$ cat src/rtl/probit_window_accumulator.sv
// Multi-channel gt/lt probit window accumulator with handshaked readout.
// Optional drop counter: define PROBIT_DROP_COUNT_EN to add drop_cnt_o.
module probit_window_accumulator #(
  parameter int    NCHAN   = 8,
  parameter int    NSAMP   = 8,
  parameter int    PERIOD  = 131072,
  parameter string CLKTYPE = "NONE",
  localparam int   NBITS   = $clog2(PERIOD*NSAMP+1)
) (
  input  logic                   clk_i,
  input  logic                   rst_ni,
  input  logic                   start_i,
  input  logic                   stop_i,
  input  logic                   cont_i,
  input  logic [NCHAN*NSAMP-1:0] gt_i,
  input  logic [NCHAN*NSAMP-1:0] lt_i,
  output logic [NCHAN*NBITS-1:0] gt_sum_o,
  output logic [NCHAN*NBITS-1:0] lt_sum_o,
  output logic                   valid_o,
  input  logic                   ready_i,
  output logic                   busy_o,
  output logic                   overrun_o
`ifdef PROBIT_DROP_COUNT_EN
  ,
  output logic [15:0]            drop_cnt_o
`endif
);

  localparam int PW = $clog2(NSAMP+1);
  localparam int CW = (PERIOD > 2) ? $clog2(PERIOD) : 1;
  localparam logic [CW-1:0] LOAD = CW'(PERIOD-1);

  generate
    if (!(NSAMP == 4 || NSAMP == 8 || NSAMP == 16)) begin : g_bad_nsamp
      $error("NSAMP must be 4, 8 or 16");
    end
    if (PERIOD < 2) begin : g_bad_period
      $error("PERIOD must be at least 2");
    end
  endgenerate

  typedef enum logic {S_IDLE, S_RUN} state_t;

  state_t           r_state;
  logic [CW-1:0]    r_cnt;
  logic             r_cont;
  logic             r_busy;
  logic             w_run;

  logic [NCHAN*PW-1:0] w_pc_gt;
  logic [NCHAN*PW-1:0] w_pc_lt;
  logic [NCHAN*PW-1:0] r_pc_gt;
  logic [NCHAN*PW-1:0] r_pc_lt;
  logic                r_s1_vld;
  logic                r_s1_first;
  logic                r_s1_last;

  logic [NCHAN*NBITS-1:0] r_acc_gt;
  logic [NCHAN*NBITS-1:0] r_acc_lt;
  logic                   r_s2_done;

  (* CUSTOM_CC_SRC = CLKTYPE *) logic [NCHAN*NBITS-1:0] r_hold_gt;
  (* CUSTOM_CC_SRC = CLKTYPE *) logic [NCHAN*NBITS-1:0] r_hold_lt;
  logic                   r_valid;
  logic                   r_ovr;
  logic                   w_drop;

  assign w_run  = (r_state == S_RUN);
  assign w_drop = r_s2_done & r_valid & ~ready_i;

  // Window sequencer: run/idle state and the per-window clock counter.
  always_ff @(posedge clk_i or negedge rst_ni) begin
    if (!rst_ni) begin
      r_state <= S_IDLE;
      r_cnt   <= '0;
      r_cont  <= 1'b0;
      r_busy  <= 1'b0;
    end else begin
      unique case (r_state)
        S_IDLE: begin
          if (start_i) begin
            r_state <= S_RUN;
            r_cont  <= cont_i;
            r_cnt   <= LOAD;
            r_busy  <= 1'b1;
          end
        end
        S_RUN: begin
          if (stop_i) begin
            r_state <= S_IDLE;
            r_busy  <= 1'b0;
          end else if (r_cnt == '0) begin
            if (r_cont) begin
              r_cnt <= LOAD;
            end else begin
              r_state <= S_IDLE;
              r_busy  <= 1'b0;
            end
          end else begin
            r_cnt <= r_cnt - 1'b1;
          end
        end
        default: begin
          r_state <= S_IDLE;
          r_busy  <= 1'b0;
        end
      endcase
    end
  end

  // Per-channel popcount of the comparator bits.
  always_comb begin
    w_pc_gt = '0;
    w_pc_lt = '0;
    for (int c = 0; c < NCHAN; c++) begin
      for (int b = 0; b < NSAMP; b++) begin
        w_pc_gt[c*PW +: PW] = w_pc_gt[c*PW +: PW]
                            + PW'(gt_i[c*NSAMP+b]);
        w_pc_lt[c*PW +: PW] = w_pc_lt[c*PW +: PW]
                            + PW'(lt_i[c*NSAMP+b]);
      end
    end
  end

  // Stage 1: register popcounts and tag the sample's window position.
  always_ff @(posedge clk_i or negedge rst_ni) begin
    if (!rst_ni) begin
      r_pc_gt    <= '0;
      r_pc_lt    <= '0;
      r_s1_vld   <= 1'b0;
      r_s1_first <= 1'b0;
      r_s1_last  <= 1'b0;
    end else begin
      r_pc_gt    <= w_pc_gt;
      r_pc_lt    <= w_pc_lt;
      r_s1_vld   <= w_run & ~stop_i;
      r_s1_first <= w_run & (r_cnt == LOAD);
      r_s1_last  <= w_run & ~stop_i & (r_cnt == '0);
    end
  end

  // Stage 2: accumulate; the first sample of a window overwrites.
  always_ff @(posedge clk_i or negedge rst_ni) begin
    if (!rst_ni) begin
      r_acc_gt  <= '0;
      r_acc_lt  <= '0;
      r_s2_done <= 1'b0;
    end else begin
      r_s2_done <= r_s1_vld & r_s1_last;
      if (r_s1_vld) begin
        for (int c = 0; c < NCHAN; c++) begin
          if (r_s1_first) begin
            r_acc_gt[c*NBITS +: NBITS] <= NBITS'(r_pc_gt[c*PW +: PW]);
            r_acc_lt[c*NBITS +: NBITS] <= NBITS'(r_pc_lt[c*PW +: PW]);
          end else begin
            r_acc_gt[c*NBITS +: NBITS] <= r_acc_gt[c*NBITS +: NBITS]
                                        + NBITS'(r_pc_gt[c*PW +: PW]);
            r_acc_lt[c*NBITS +: NBITS] <= r_acc_lt[c*NBITS +: NBITS]
                                        + NBITS'(r_pc_lt[c*PW +: PW]);
          end
        end
      end
    end
  end

  // Holding bank and readout handshake; a full, unready bank drops.
  always_ff @(posedge clk_i or negedge rst_ni) begin
    if (!rst_ni) begin
      r_hold_gt <= '0;
      r_hold_lt <= '0;
      r_valid   <= 1'b0;
      r_ovr     <= 1'b0;
    end else begin
      r_ovr <= w_drop;
      if (r_s2_done) begin
        if (!r_valid || ready_i) begin
          r_hold_gt <= r_acc_gt;
          r_hold_lt <= r_acc_lt;
          r_valid   <= 1'b1;
        end
      end else if (r_valid && ready_i) begin
        r_valid <= 1'b0;
      end
    end
  end

`ifdef PROBIT_DROP_COUNT_EN
  logic [15:0] r_drop;

  // Saturating count of dropped windows, cleared on each new run.
  always_ff @(posedge clk_i or negedge rst_ni) begin
    if (!rst_ni) begin
      r_drop <= '0;
    end else if (r_state == S_IDLE && start_i) begin
      r_drop <= '0;
    end else if (w_drop && r_drop != 16'hFFFF) begin
      r_drop <= r_drop + 16'd1;
    end
  end

  assign drop_cnt_o = r_drop;
`endif

  assign gt_sum_o  = r_hold_gt;
  assign lt_sum_o  = r_hold_lt;
  assign valid_o   = r_valid;
  assign busy_o    = r_busy;
  assign overrun_o = r_ovr;

endmodule

$ cat config.mk
export PLATFORM = sky130hd
export DESIGN_NAME = probit_window_accumulator
export DESIGN_NICKNAME = d
export VERILOG_FILES = /design/src/rtl/probit_window_accumulator.sv
export SDC_FILE = /design/constraint.sdc
export NUM_CORES = 1
export LEC_CHECK = 0
export ABC_AREA = 0
export CAP_MARGIN = 25
export CORE_MARGIN = 3
export CORE_UTILIZATION = 56
export DETAILED_ROUTE_END_ITERATION = 8
export HOLD_SLACK_MARGIN = 0.05
export PLACE_DENSITY = 0.79
export SKIP_LAST_GASP = 1
export SLEW_MARGIN = 20
export SYNTH_ARGS = -nofsm -noshare
export SYNTH_HDL_FRONTEND = slang
export SYNTH_SLANG_ARGS = --single-unit
$ cat constraint.sdc
create_clock -name clk_i -period 2.9 [get_ports clk_i]
set_input_delay 0.58 -clock clk_i [delete_from_list [all_inputs] [get_ports clk_i]]
set_output_delay 0.58 -clock clk_i [all_outputs]
set_load 0.03 [all_outputs]
---- Yosys cells after proc, flatten, opt, wreduce, memory -nomap -nowiden ----
Index checks and enable logic that the tools add are counted.
storage, ports and cells
  bits in registers ....................... 762
  input bits .............................. 134
  output and inout port bits .............. 339
  logic and storage cells ................. 205
operators by class
  $add $sub $neg .......................... 129
  equality and inequality tests ........... 7
  mux-type cells .......................... 34
  bitwise logic cells ..................... 9
  reduce and logical (&&, ||, !) cells .... 10
operator list
  cell                                                    number
  adder 21 x 4 -> 21 bit                                  16
  two-way mux 21 bit                                      16
  adder 4 x 1 -> 4 bit                                    64
  two-way mux 17 bit                                      4
  adder 3 x 1 -> 4 bit                                    16
  adder 2 x 1 -> 3 bit                                    16
  one-hot mux 17 bit (2 select lines)                     1
  adder 1 x 1 -> 2 bit                                    16
  == test 17 bit (second input constant)                  1
  logical NOT 17 bit                                      1
  subtractor 17 x 1 -> 17 bit (second input constant)     1
  two-way mux 1 bit                                       11
  bitwise AND 1 bit                                       6
  inequality test 3 bit (second input constant)           2
  AND reduction 2 bit                                     3
  AND reduction 3 bit                                     2
  inequality test 2 bit (second input constant)           2
  one-hot mux 1 bit (2 select lines)                      2
  inequality test 3 x 2 -> 1 bit (second input constant)  1
  inverter 1 bit                                          3
  inequality test 2 x 1 -> 1 bit (second input constant)  1
  nonzero test 2 bit                                      1
  logical AND 1 bit                                       1
  logical NOT 1 bit                                       1
  logical OR 1 bit                                        1

---- Depth between registers and ports, before layout ----
  word-level depth ........................ 7
  mapped depth ............................ 9
  gate-level depth less buffers ........... 9

---- Least setup slack after synthesis ----
No wires, ideal clock.
  path type ............................... input-to-reg
  start point ............................. input port gt_i[16]
  end point ............................... register r_pc_gt[10]
  setup time .............................. 123 ps
  arrival time ............................ 2761 ps
  setup slack ............................. 16 ps
  cell stages on the path ................. 9
  buffers on the path ..................... 0
  cell sequence ........................... fa_1 > inv_1 > fa_1 > fa_1 > inv_1 > ha_1 > inv_1 > fa_1 > xnor2_1
on the way
  longest elaborated chain between the ends .. 7
RTL lines
  what                               RTL line  source
  start, declared                    15        input logic [NCHAN*NSAMP-1:0] gt_i,
  adder 1 x 1 -> 2 bit               118       + PW'(gt_i[c*NSAMP+b]);
  adder 2 x 1 -> 3 bit               118
  adder 3 x 1 -> 4 bit               118
  adder 4 x 1 -> 4 bit (4 in a row)  118
  named net w_pc_gt[10]              50        logic [NCHAN*PW-1:0] w_pc_gt;
  end signal, assigned               134       r_pc_gt <= w_pc_gt;
  end, declared                      52        logic [NCHAN*PW-1:0] r_pc_gt;
The timed path passes the listed nets, and every way through them passes these cells.
A chain may end at the register's enable or synchronous reset.

---- Worst setup path in the final report ----
  start point ............................. input port gt_i[56]
  end point ............................... register r_pc_gt[29]
The elaborated chain is that of the path after synthesis.

==> summary by stage <==
Floorplanning
The standard cell core area is approximately 65,000 sq um. The height of the die is 263 microns. The width of the chip is 263 microns. The number of core rows is 93. The area of the die is between 60,000 and 70,000 sq um. The total I/O pin count is between 400 and 500. The effective utilization at floorplan is 0.569.

Route
The routed layout has around 26,000 vias. Detailed routing placed a total of 43.0 mm of wire on met2. The post-route antenna net violation count is 0. The detailed-routing wirelength on met1 is between 30 and 40 mm. The length of routed met3 wiring is approximately 4.6 mm. In the routed design, unresolved DRC markers number 0. The mean number of vias per cell is about 5.6. The routed wire length is roughly 87 mm.

The detailed router used layers up to and including met4. In this run, the number of DRC markers left after iteration 0 of detailed routing was 1,627. The number of iterations in the first detailed-routing pass is 5. Dividing the detail-routed wire length by the instance count gives approximately 19 microns.

Pwr
The cell area power density is between 600 and 700 nW/um^2. The leakage power summed over all cells is 21.6 nW. IR analysis of the VDD net gives a maximum drop of 0.000446 V.

Synth
By area the synthesized netlist is led by dfrtp_1, mux2_2, fa_1. Counting every net in the synthesized netlist gives 3,540. The number of warning messages in the yosys log is 0. For this run, asynchronously set or reset flops after synthesis account for 1.00. The sequential share of the synthesized area is 0.517.

The number of instances in the synthesized netlist is 3,211. Counting distinct cell types in the post-synthesis netlist gives between 70 and 80. The number of flops mapped to enable cells by yosys is 0. The area of the mapped netlist is 36,900 sq um. The fraction of post-synthesis cell area in the top cell type by area is 0.517. The library cell with the largest summed area after synthesis is dfrtp_1.

The synthesis-stage register bit count is 762. The most used flip-flop cell after synthesis is dfrtp_1. Each instance of the synthesized netlist takes up on average around 11 sq um.

Global route
The overall overflow remaining after global route is 0. The first global-routing pass estimated about 140 mm of wire. Across every metal layer, demand over resource in global routing totals 0.253. The maximum number of pins on one net before global-route repair is 87.

The initial antenna violation count was 0. The number of global-route vias before repair is about 27,000.

Worst setup path
The worst setup path is captured at a register. The launch instance of the worst register-to-register path is r_s1_vld. The critical path data arrival time is approximately 3.4 ns. The class of the most critical setup path is input port to register.

STA classifies the critical path startpoint as an input port. The maximum fanout encountered on the critical timing path is 2. In this run the worst setup path begins at gt_i[56].

The required time at the endpoint of the critical path is around 3.4 ns.

Final layout
The area added between synthesis and finish is 24.0%. The count of antenna diodes in the layout is 0. The register cell area after layout is 19,100 sq um. The number of nets in the final layout is 4,053. In the final layout, the share of cells above drive strength 1 is 0.156. The multi-input combinational cells in the finished layout cover a total of approximately 16,000 sq um. The leading cell type in the layout, fill and taps excluded is dfrtp_1.

The filler cells instantiated in the layout total between 4,000 and 5,000. The library cells used most frequently in the layout, excluding fill and tap cells, are dfrtp_1, clkdlybuf4s50_1, mux2_2.

STA
The number of slew-limit violations in the final report is 0. The final worst setup slack is 0.0452 ns. The worst path in the final design needs a cycle of roughly 2.9 ns, including I/O delays and setup. Derived from the worst setup path, the maximum achievable clock frequency is between 300 and 400 MHz. Setup repair after global routing could not meet its margin everywhere. Setup violations remaining at the end of the flow were counted as 0. The total count of hold-check failures in the final report is 0. The worst clock skew is approximately 0.021 ns. The summed negative setup slack over all endpoints is 0 ns. For the pin with the worst max-slew slack, the measured transition is roughly 0.8 ns. The worst max-slew margin expressed relative to the limit is 0.466. The post-route fraction of the period consumed by the critical path is 0.984.

Clock tree
The depth of the CTS H-tree is 3. The clock passes through at most 3 buffers. The number of setup buffers added after CTS is 0.

The clock slew seen by the registers of the worst setup and hold paths is 0.06 ns. Counting every sink on the clock net gives 762. TritonCTS created 79 clock buffers. The cell sitting at the root of the clock tree is a clkbuf_16.

Clock latency on the worst-skew pair, taken at its later pin, is roughly 0.61 ns. TritonCTS built the clock tree.

Hold path
In this run the worst hold path is classified as register to register. The startpoint of the lowest-slack hold path is lt_sum_o[11].

Placement
The worst setup slack after placement is -0.691 ns. Detailed placement finished with a half-perimeter wire length of approximately 62 mm. At the end of routability-driven placement, the weighted congestion stood at 0.858. The port buffer count is around 470.

Run status
The flow ran to the end, and the final reports show no timing, DRC or antenna violations.

Flow run
The number of max-capacitance violations reported is 0.
==> path summary, 6_finish.rpt <==
| check | to | slack (ns) | depth (start not counted) |
|---|---|---|---|
| worst max-delay path | r_pc_gt[29] | 0.05 | 10 |
| worst min-delay path | lt_sum_o[11] | 0.48 | 2 |
| max in group asynchronous | r_acc_lt[157] | 1.41 | 3 |
| min in group asynchronous | lt_sum_o[26] | 0.52 | 2 |
| worst max register to register | r_acc_lt[83] | 0.52 | 6 |
| worst min register to register | lt_sum_o[11] | 0.48 | 2 |
==> registers in the layout, summed over array words and instances, names as in the netlist, 17 cells and up <==
name	flops
lt_sum_o	168
r_cnt	17
r_acc_lt	168
r_pc_gt	32
r_acc_gt	168
r_pc_lt	32
gt_sum_o	168
==> routing by layer <==
layer / vias to the layer above / track usage
li1: 12100 / -
met1: 13100 / 0.335
met2: 642 / 0.423
met3: 143 / 0.0461
met4: 0 / 0.0857
met5: - / 0
==> timing repair <==
item	CTS	global route
hold buffers	1	0
setup endpoints to repair	2	11
gates resized for setup	1	12
endpoints found under the hold margin	40	0
pin swaps	0	6
gates cloned	0	0
==> synthesized netlist by cell type (all sizes together), types with 10 or more instances <==
| cell | instances |
|---|---|
| or3 | 27 |
| nand2 | 146 |
| ha | 115 |
| nor2 | 307 |
| a31oi | 22 |
| o21ai | 101 |
| buf | 61 |
| o22ai | 10 |
| o211ai | 21 |
| mux2 | 326 |
| nor4b | 11 |
| xor2 | 155 |
| a21o | 17 |
| inv | 224 |
| mux2i | 33 |
| dfrtp | 762 |
| a21oi | 116 |
| nor3 | 32 |
| and3 | 44 |
| nand2b | 10 |
| nand3 | 106 |
| clkbuf | 66 |
| nand4 | 84 |
| xnor2 | 106 |
| fa | 80 |
| nor4 | 20 |
| a211oi | 20 |
| and4 | 35 |
| o21bai | 12 |
| nor3b | 10 |
| nor2b | 31 |
| and2 | 16 |
==> where the power goes <==
part | internal, mW | leakage, nW | switching, mW
Combinational | 3.58 | 10.1 | 4.15
Clock | 6.11 | 1.30 | 4.21
Sequential | 11.8 | 10.2 | 1.44
==> metrics by stage <==
stage,cell area [sq um],util,hold slack (ns),std cells,power (mW)
final,45800,0.706,0.476,4639,31.3
after global routing,45800,0.706,0.502,4639,33.2
after CTS,45700,0.706,0.460,4639,31.5
after detailed placement,43100,0.665,0.469,4497,21.0
after global placement,43100,0.665,0.463,4497,20.7
after floorplan,36900,-,0.284,3211,18.7
==> area by class of cell <==
class | count | share of cell area
timing repair buffer | 559 | 0.124
clock inverter | 29 | 0.00752
multi-input combinational | 2098 | 0.359
tap | 855 | 0.0234
clock buffer | 112 | 0.0506
inverter | 224 | 0.0184
sequential | 762 | 0.417
==> cell families after synthesis <==
kind of cell             count (synthesis)  synth area share
AO/OA/AOI/OAI                          373            0.0625
adder cells (fa/ha/maj)                195            0.0824
XOR/XNOR                               261            0.0619
multiplexers                           359             0.108
flip-flops                             762             0.517
buffers and inverters                  351            0.0385
AND/OR/NAND/NOR                        910             0.130
==> worst max-delay path, cell delays in order <==
cell and delay (ns):
clkdlybuf4s50_1 0.43, fa_1 0.54, inv_1 0.05, fa_1 0.49
fa_1 0.41, inv_1 0.07, ha_1 0.16, inv_1 0.06
fa_2 0.51, inv_1 0.04
No activity file was read; power rests on OpenSTA's default activity.
